==> src/rtl/udp_rx.sv <==
// udp_rx: splits a byte-wide UDP datagram stream (IP layer already removed)
// into a header channel and a length-checked, registered payload stream.
//
// Handshake semantics for every channel in this block: a beat transfers on
// the rising clock edge where valid && ready are both high; a source holds
// valid and its data stable until that edge, and ready may depend on state.
module udp_rx #(
    parameter int AXI_DATA_WIDTH = 8
) (
    input  logic                      i_clk,
    input  logic                      i_reset,
    input  logic [AXI_DATA_WIDTH-1:0] s_axis_tdata,
    input  logic                      s_axis_tvalid,
    input  logic                      s_axis_tlast,
    output logic                      s_axis_trdy,
    output logic                      m_udp_hdr_tvalid,
    input  logic                      m_udp_hdr_trdy,
    output logic [15:0]               m_udp_src_port,
    output logic [15:0]               m_udp_dst_port,
    output logic [15:0]               m_udp_length,
    output logic [15:0]               m_udp_hdr_checksum,
    output logic [AXI_DATA_WIDTH-1:0] m_axis_tdata,
    output logic                      m_axis_tvalid,
    output logic                      m_axis_tlast,
    input  logic                      m_axis_trdy,
    output logic                      o_hdr_err,
    output logic                      o_len_err
);

    typedef enum logic [1:0] {
        ST_HDR     = 2'd0,
        ST_HDR_OUT = 2'd1,
        ST_PAYLOAD = 2'd2,
        ST_DROP    = 2'd3
    } state_t;

    state_t                    state_q, state_d;
    logic [2:0]                cnt_q, cnt_d;
    logic [15:0]               src_q, src_d;
    logic [15:0]               dst_q, dst_d;
    logic [15:0]               len_q, len_d;
    logic [15:0]               csum_q, csum_d;
    logic [15:0]               rem_q, rem_d;
    logic                      hdr_last_q, hdr_last_d;
    logic                      hdr_valid_q, hdr_valid_d;
    logic [AXI_DATA_WIDTH-1:0] m_data_q, m_data_d;
    logic                      m_valid_q, m_valid_d;
    logic                      m_last_q, m_last_d;
    logic                      hdr_err_q, hdr_err_d;
    logic                      len_err_q, len_err_d;
    logic                      trdy_c;
    logic                      beat_c;

    // Next-state, header capture, payload stage and error pulse logic.
    always_comb begin
        state_d     = state_q;
        cnt_d       = cnt_q;
        src_d       = src_q;
        dst_d       = dst_q;
        len_d       = len_q;
        csum_d      = csum_q;
        rem_d       = rem_q;
        hdr_last_d  = hdr_last_q;
        hdr_valid_d = hdr_valid_q;
        m_data_d    = m_data_q;
        m_last_d    = m_last_q;
        // The output register drains on its own; only PAYLOAD refills it,
        // so a held final byte survives while the next header is parsed.
        m_valid_d   = m_valid_q && !m_axis_trdy;
        hdr_err_d   = 1'b0;
        len_err_d   = 1'b0;
        trdy_c      = 1'b0;

        case (state_q)
            ST_HDR: begin
                trdy_c = 1'b1;
                if (s_axis_tvalid) begin
                    case (cnt_q)
                        3'd0:    src_d  = {s_axis_tdata, src_q[7:0]};
                        3'd1:    src_d  = {src_q[15:8], s_axis_tdata};
                        3'd2:    dst_d  = {s_axis_tdata, dst_q[7:0]};
                        3'd3:    dst_d  = {dst_q[15:8], s_axis_tdata};
                        3'd4:    len_d  = {s_axis_tdata, len_q[7:0]};
                        3'd5:    len_d  = {len_q[15:8], s_axis_tdata};
                        3'd6:    csum_d = {s_axis_tdata, csum_q[7:0]};
                        default: csum_d = {csum_q[15:8], s_axis_tdata};
                    endcase
                    if (cnt_q == 3'd7) begin
                        cnt_d = 3'd0;
                        // Length bytes are complete once byte 7 arrives.
                        if (len_q < 16'd8) begin
                            hdr_err_d = 1'b1;
                            state_d   = s_axis_tlast ? ST_HDR : ST_DROP;
                        end else begin
                            rem_d       = len_q - 16'd8;
                            hdr_valid_d = 1'b1;
                            hdr_last_d  = s_axis_tlast;
                            state_d     = ST_HDR_OUT;
                        end
                    end else if (s_axis_tlast) begin
                        hdr_err_d = 1'b1;
                        cnt_d     = 3'd0;
                    end else begin
                        cnt_d = cnt_q + 3'd1;
                    end
                end
            end
            ST_HDR_OUT: begin
                if (m_udp_hdr_trdy) begin
                    hdr_valid_d = 1'b0;
                    if (rem_q == 16'd0) begin
                        if (!hdr_last_q) begin
                            len_err_d = 1'b1;
                            state_d   = ST_DROP;
                        end else begin
                            state_d = ST_HDR;
                        end
                    end else if (hdr_last_q) begin
                        len_err_d = 1'b1;
                        state_d   = ST_HDR;
                    end else begin
                        state_d = ST_PAYLOAD;
                    end
                end
            end
            ST_PAYLOAD: begin
                trdy_c = !m_valid_q || m_axis_trdy;
                if (s_axis_tvalid && trdy_c) begin
                    m_data_d  = s_axis_tdata;
                    m_valid_d = 1'b1;
                    m_last_d  = (rem_q == 16'd1) || s_axis_tlast;
                    rem_d     = rem_q - 16'd1;
                    if (s_axis_tlast) begin
                        // Early tlast is a length error; tlast on the final
                        // counted byte is the normal end of datagram.
                        len_err_d = (rem_q != 16'd1);
                        state_d   = ST_HDR;
                    end else if (rem_q == 16'd1) begin
                        len_err_d = 1'b1;
                        state_d   = ST_DROP;
                    end
                end
            end
            default: begin
                trdy_c = 1'b1;
                if (s_axis_tvalid && s_axis_tlast) begin
                    state_d = ST_HDR;
                end
            end
        endcase
    end

    // All state and output registers; reset clears everything.
    always_ff @(posedge i_clk or posedge i_reset) begin
        if (i_reset) begin
            state_q     <= ST_HDR;
            cnt_q       <= 3'd0;
            src_q       <= 16'd0;
            dst_q       <= 16'd0;
            len_q       <= 16'd0;
            csum_q      <= 16'd0;
            rem_q       <= 16'd0;
            hdr_last_q  <= 1'b0;
            hdr_valid_q <= 1'b0;
            m_data_q    <= '0;
            m_valid_q   <= 1'b0;
            m_last_q    <= 1'b0;
            hdr_err_q   <= 1'b0;
            len_err_q   <= 1'b0;
        end else begin
            state_q     <= state_d;
            cnt_q       <= cnt_d;
            src_q       <= src_d;
            dst_q       <= dst_d;
            len_q       <= len_d;
            csum_q      <= csum_d;
            rem_q       <= rem_d;
            hdr_last_q  <= hdr_last_d;
            hdr_valid_q <= hdr_valid_d;
            m_data_q    <= m_data_d;
            m_valid_q   <= m_valid_d;
            m_last_q    <= m_last_d;
            hdr_err_q   <= hdr_err_d;
            len_err_q   <= len_err_d;
        end
    end

    // Ingress is refused while reset is held so no byte is half-accepted.
    assign beat_c             = trdy_c && !i_reset;
    assign s_axis_trdy        = beat_c;
    assign m_udp_hdr_tvalid   = hdr_valid_q;
    assign m_udp_src_port     = src_q;
    assign m_udp_dst_port     = dst_q;
    assign m_udp_length       = len_q;
    assign m_udp_hdr_checksum = csum_q;
    assign m_axis_tdata       = m_data_q;
    assign m_axis_tvalid      = m_valid_q;
    assign m_axis_tlast       = m_last_q;
    assign o_hdr_err          = hdr_err_q;
    assign o_len_err          = len_err_q;

endmodule

==> config.mk <==
export PLATFORM = sky130hd
export DESIGN_NAME = udp_rx
export DESIGN_NICKNAME = d
export VERILOG_FILES = /design/src/rtl/udp_rx.sv
export SDC_FILE = /design/constraint.sdc
export NUM_CORES = 1
export LEC_CHECK = 0
export BUFFER_PORTS_ARGS = -buffer_cell sky130_fd_sc_hd__buf_2
export CAP_MARGIN = 20
export CORE_MARGIN = 2
export CORE_UTILIZATION = 50
export DETAILED_ROUTE_END_ITERATION = 10
export GPL_TIMING_DRIVEN = 0
export PLACE_DENSITY = 0.8
export SLEW_MARGIN = 15
export SYNTH_ARGS = -nofsm -noshare
export SYNTH_HDL_FRONTEND = slang
export SYNTH_SLANG_ARGS = --single-unit
==> constraint.sdc <==
create_clock -name i_clk -period 3.4 [get_ports i_clk]
set_input_delay 0.51 -clock i_clk [delete_from_list [all_inputs] [get_ports i_clk]]
set_output_delay 0.51 -clock i_clk [all_outputs]
set_load 0.02 [all_outputs]
==> results.toml <==
[yosys]
synth_top_family_by_area = "multiplexers"
syn_area_um2 = 4710
async_reset_ff_share_pct = 100
ys_seq_area_share_pct = 52.5
synth.avg_cell_area_um2 = 11.6
yosys_warnings = 0
synth-edff-count = 0
yosys.area_share.simple_pct = 10.7
synthXorXnorAreaFrac_pct = 1.67
synthCells = 405
synth_fa_ha_area_share_pct = 3.98
synth.ff_latch_count = 99
muxShareOfSynthArea_pct = 17.6
syn-num-nets = 434
ys_types = 48
synth-compound-area-share_pct = 10.4
synthFlopType = "dfrtp_1"

[clock_network]
cts.reportedPaths.clkPinSlew_ns = 0.10
cts_sinks = 99
post_cts_buffers = 0
cts_buffers = 9
htreeDepth = 3
clk_path_buf_depth = 2
post_cts_resized = 0
cts-root-buf = "clkbuf_8"
ctsHoldBuffers = 0
cts_tree = "built"
clkLatencyLatePin_ns = 0.38

[outcome]
status = "complete, no violations"

[drt]
ant_nets = 0
drc = 0
vias = 3582
wl_per_cell_um = 18.1
drt_wl_total_um = 11300
via_per_inst = 5.73
dr.pass1.iters = 4
drtIter0Drc = 196

[worst_setup_path]
criticalPathCategory = "flip-flop to output pin"
arrival_ns = 2.39
crit_path_start_kind = "flip-flop"
crit_path_end_kind = "output pin"
cp_data_required_time_ns = 2.89
cp_max_fo = 10

[place]
globalplace.congestion = 0.967
placedCellCount = 609
dpl.hpwl_um = 8150
placed_cell_area_um2 = 5350
port_buffers = 91
dpl_worst_slack_ns = 0.564

[power_and_ir_drop]
swShare_pct = 43.7
p_leak_nw = 2.66
switching_power_mw = 2.42
ir_drop_mv = 0.536
p_clk_share_pct = 13.2
p_seq_share_pct = 36.6
power_frac_comb_pct = 50.2
p_per_area_nw_per_um2 = 1000
p_int_mw = 3.12

[floorplan]
initial_core_util_pct = 51.3
dieWidth_um = 101
io_pins = 92
core_um2 = 9200
die_area_um2 = 10200
fp-row-count = 35
dieHeight_um = 101

[worst_hold_path]
hold_path_class = "primary input to async pin"

[global_routing]
antenna_found_initial = 0
grt_max_degree = 39
grt_usage_pct = 23.1
gr-total-overflow = 0
grt_pass1_vias = 3486
grt_first_pass_wirelength_um = 18200

[layout]
final_cells = 625
seqCellArea_um2 = 2480
synthToLayoutAreaGrowth_pct = 17.5
fin_nets = 538
antenna_cells = 0
finalInstanceArea_um2 = 5540
utilization_pct = 60.3
fill_cells = 761
drive_gt1_share_pct = 37.4
multi_input_area_um2 = 2090

[sta]
maxSlewViolCount = 0
finalCritPeriodShare_pct = 85.4
rsz0062_at_grt = "false"
setup_viol = 0
hold_viol_final = 0
layout_min_cycle_time_ns = 2.90
fin_skew_ns = 0.0101
hold_ws_ns = 0.272
slew_headroom_pct = 31.3
tightest_slew_ns = 1.03
max_freq_mhz = 344
worst_slack_ns = 0.497

[job]
max_cap_violations = 0
worst max-delay path: stages (launching register included):
cell	delay (ns)
dfrtp_1	0.43
inv_1	0.10
ha_1	0.23
clkbuf_1	0.35
clkbuf_1	0.44
o21ai_0	0.13
a21oi_1	0.14
buf_2	0.19
layer usage:
| metal | routed length (um) | vias to the layer above | GRT usage [%] |
|---|---|---|---|
| li1 | - | 1667 | - |
| met1 | 4880 | 1761 | 31.5 |
| met2 | 5550 | 140 | 37.1 |
| met3 | 751 | 14 | 5.20 |
| met4 | 140 | 0 | 7.28 |
| met5 | 0 | - | 0 |
kinds of logic after synthesis:
group | after synthesis
AOI/OAI and AO/OA | 77
muxes | 74
buffers and inverters | 37
and+or+nand+nor | 94
xor gates and xnor gates | 9
adders and majority gates | 15
DFF | 99
through the flow:
step | total power [mW] | setup TNS [ns]
2_1_floorplan | 4.00 | 0
3_3_place_gp | 4.70 | -0.141
3_5_place_dp | 4.82 | 0
4_1_cts | 5.56 | 0
5_1_grt | 5.92 | 0
6_report | 5.54 | 0
layout make-up:
class	count	share of cell area, %
well taps	111	2.51
multi-input cells	269	37.7
clock inverters	6	1.11
flip-flops and latches	99	44.7
repair buffers	93	8.94
inverters	22	1.56
plain buffers	15	1.22
clock buffers	10	2.30
cells in the mapped netlist, types with 2 or more instances:
library cell	n	area, um^2
o21ai_0	20	100
clkbuf_1	10	37.5
xor2_1	3	26.3
nand2_1	32	120
or4_1	6	45.0
nor2b_1	3	18.8
nor4_2	2	25.0
a22o_1	3	26.3
nor4b_2	2	30.0
nand3_1	6	30.0
ha_1	15	188
mux2_2	71	800
nor2_1	19	71.3
o22ai_1	9	56.3
nand2b_1	2	12.5
xnor2_1	6	52.6
a2bb2oi_1	5	43.8
nor3b_1	2	15.0
nand4_1	3	18.8
or3_1	4	25.0
a21oi_1	24	120
o41ai_1	2	17.5
mux2i_1	3	30.0
buf_2	3	15.0
dfrtp_1	99	2480
nor4_1	5	31.3
inv_1	22	82.6
nor3_1	2	10.0
o31ai_1	3	22.5
power groups by stage:
| stage | Combinational, mW | Sequential, mW | Clock (mW) |
|---|---|---|---|
| after floorplan | 1.58 | 2.41 | 0 |
| after global placement | 2.69 | 2.01 | 0 |
| after detailed placement | 2.78 | 2.04 | 0 |
| after CTS | 2.79 | 2.02 | 0.748 |
| after global routing | 3.03 | 2.10 | 0.793 |
| final | 2.78 | 2.03 | 0.733 |
final timing paths:
kind                                 start               endpoint  slack (ns)  cells past startpoint
setup / recovery                state_q[0]            s_axis_trdy        0.50                      7
hold / removal                     i_reset  m_udp_hdr_checksum[0]        0.27                      2
setup reg to reg                state_q[0]  m_udp_hdr_checksum[3]        0.57                      7
hold reg to reg            m_axis_tdata[5]        m_axis_tdata[5]        0.51                      1
max in group asynchronous          i_reset              rem_q[14]        2.29                      4
min in group i_clk           s_axis_tvalid          m_axis_tvalid        0.45                      3
placed cells by master, fill, tap and decap left out, types with 4 or more instances in the layout:
cell type  Yosys  layout
mux2_2        71      71
buf_2          3      94
a2bb2oi_1      5       5
nor2_1        19      19
nand2_1       32      32
o21ai_0       20      20
clkbuf_8       0       9
inv_1         22      21
nor4_1         5       5
ha_1          15      15
dfrtp_1       99      99
xnor2_1        6       6
nand3_1        6       6
clkbuf_1      10      11
a21oi_1       24      24
or3_1          4       4
o22ai_1        9       9
or4_1          6       6
registers in the layout, indices dropped and copies added (netlist names), 2 cells and up:
signal              flops
m_udp_length           16
cnt_q                   3
m_udp_dst_port         16
m_udp_hdr_checksum     16
m_axis_tdata            8
rem_q                  16
state_q                 2
m_udp_src_port         16
Power figures use the tool's default switching activity.
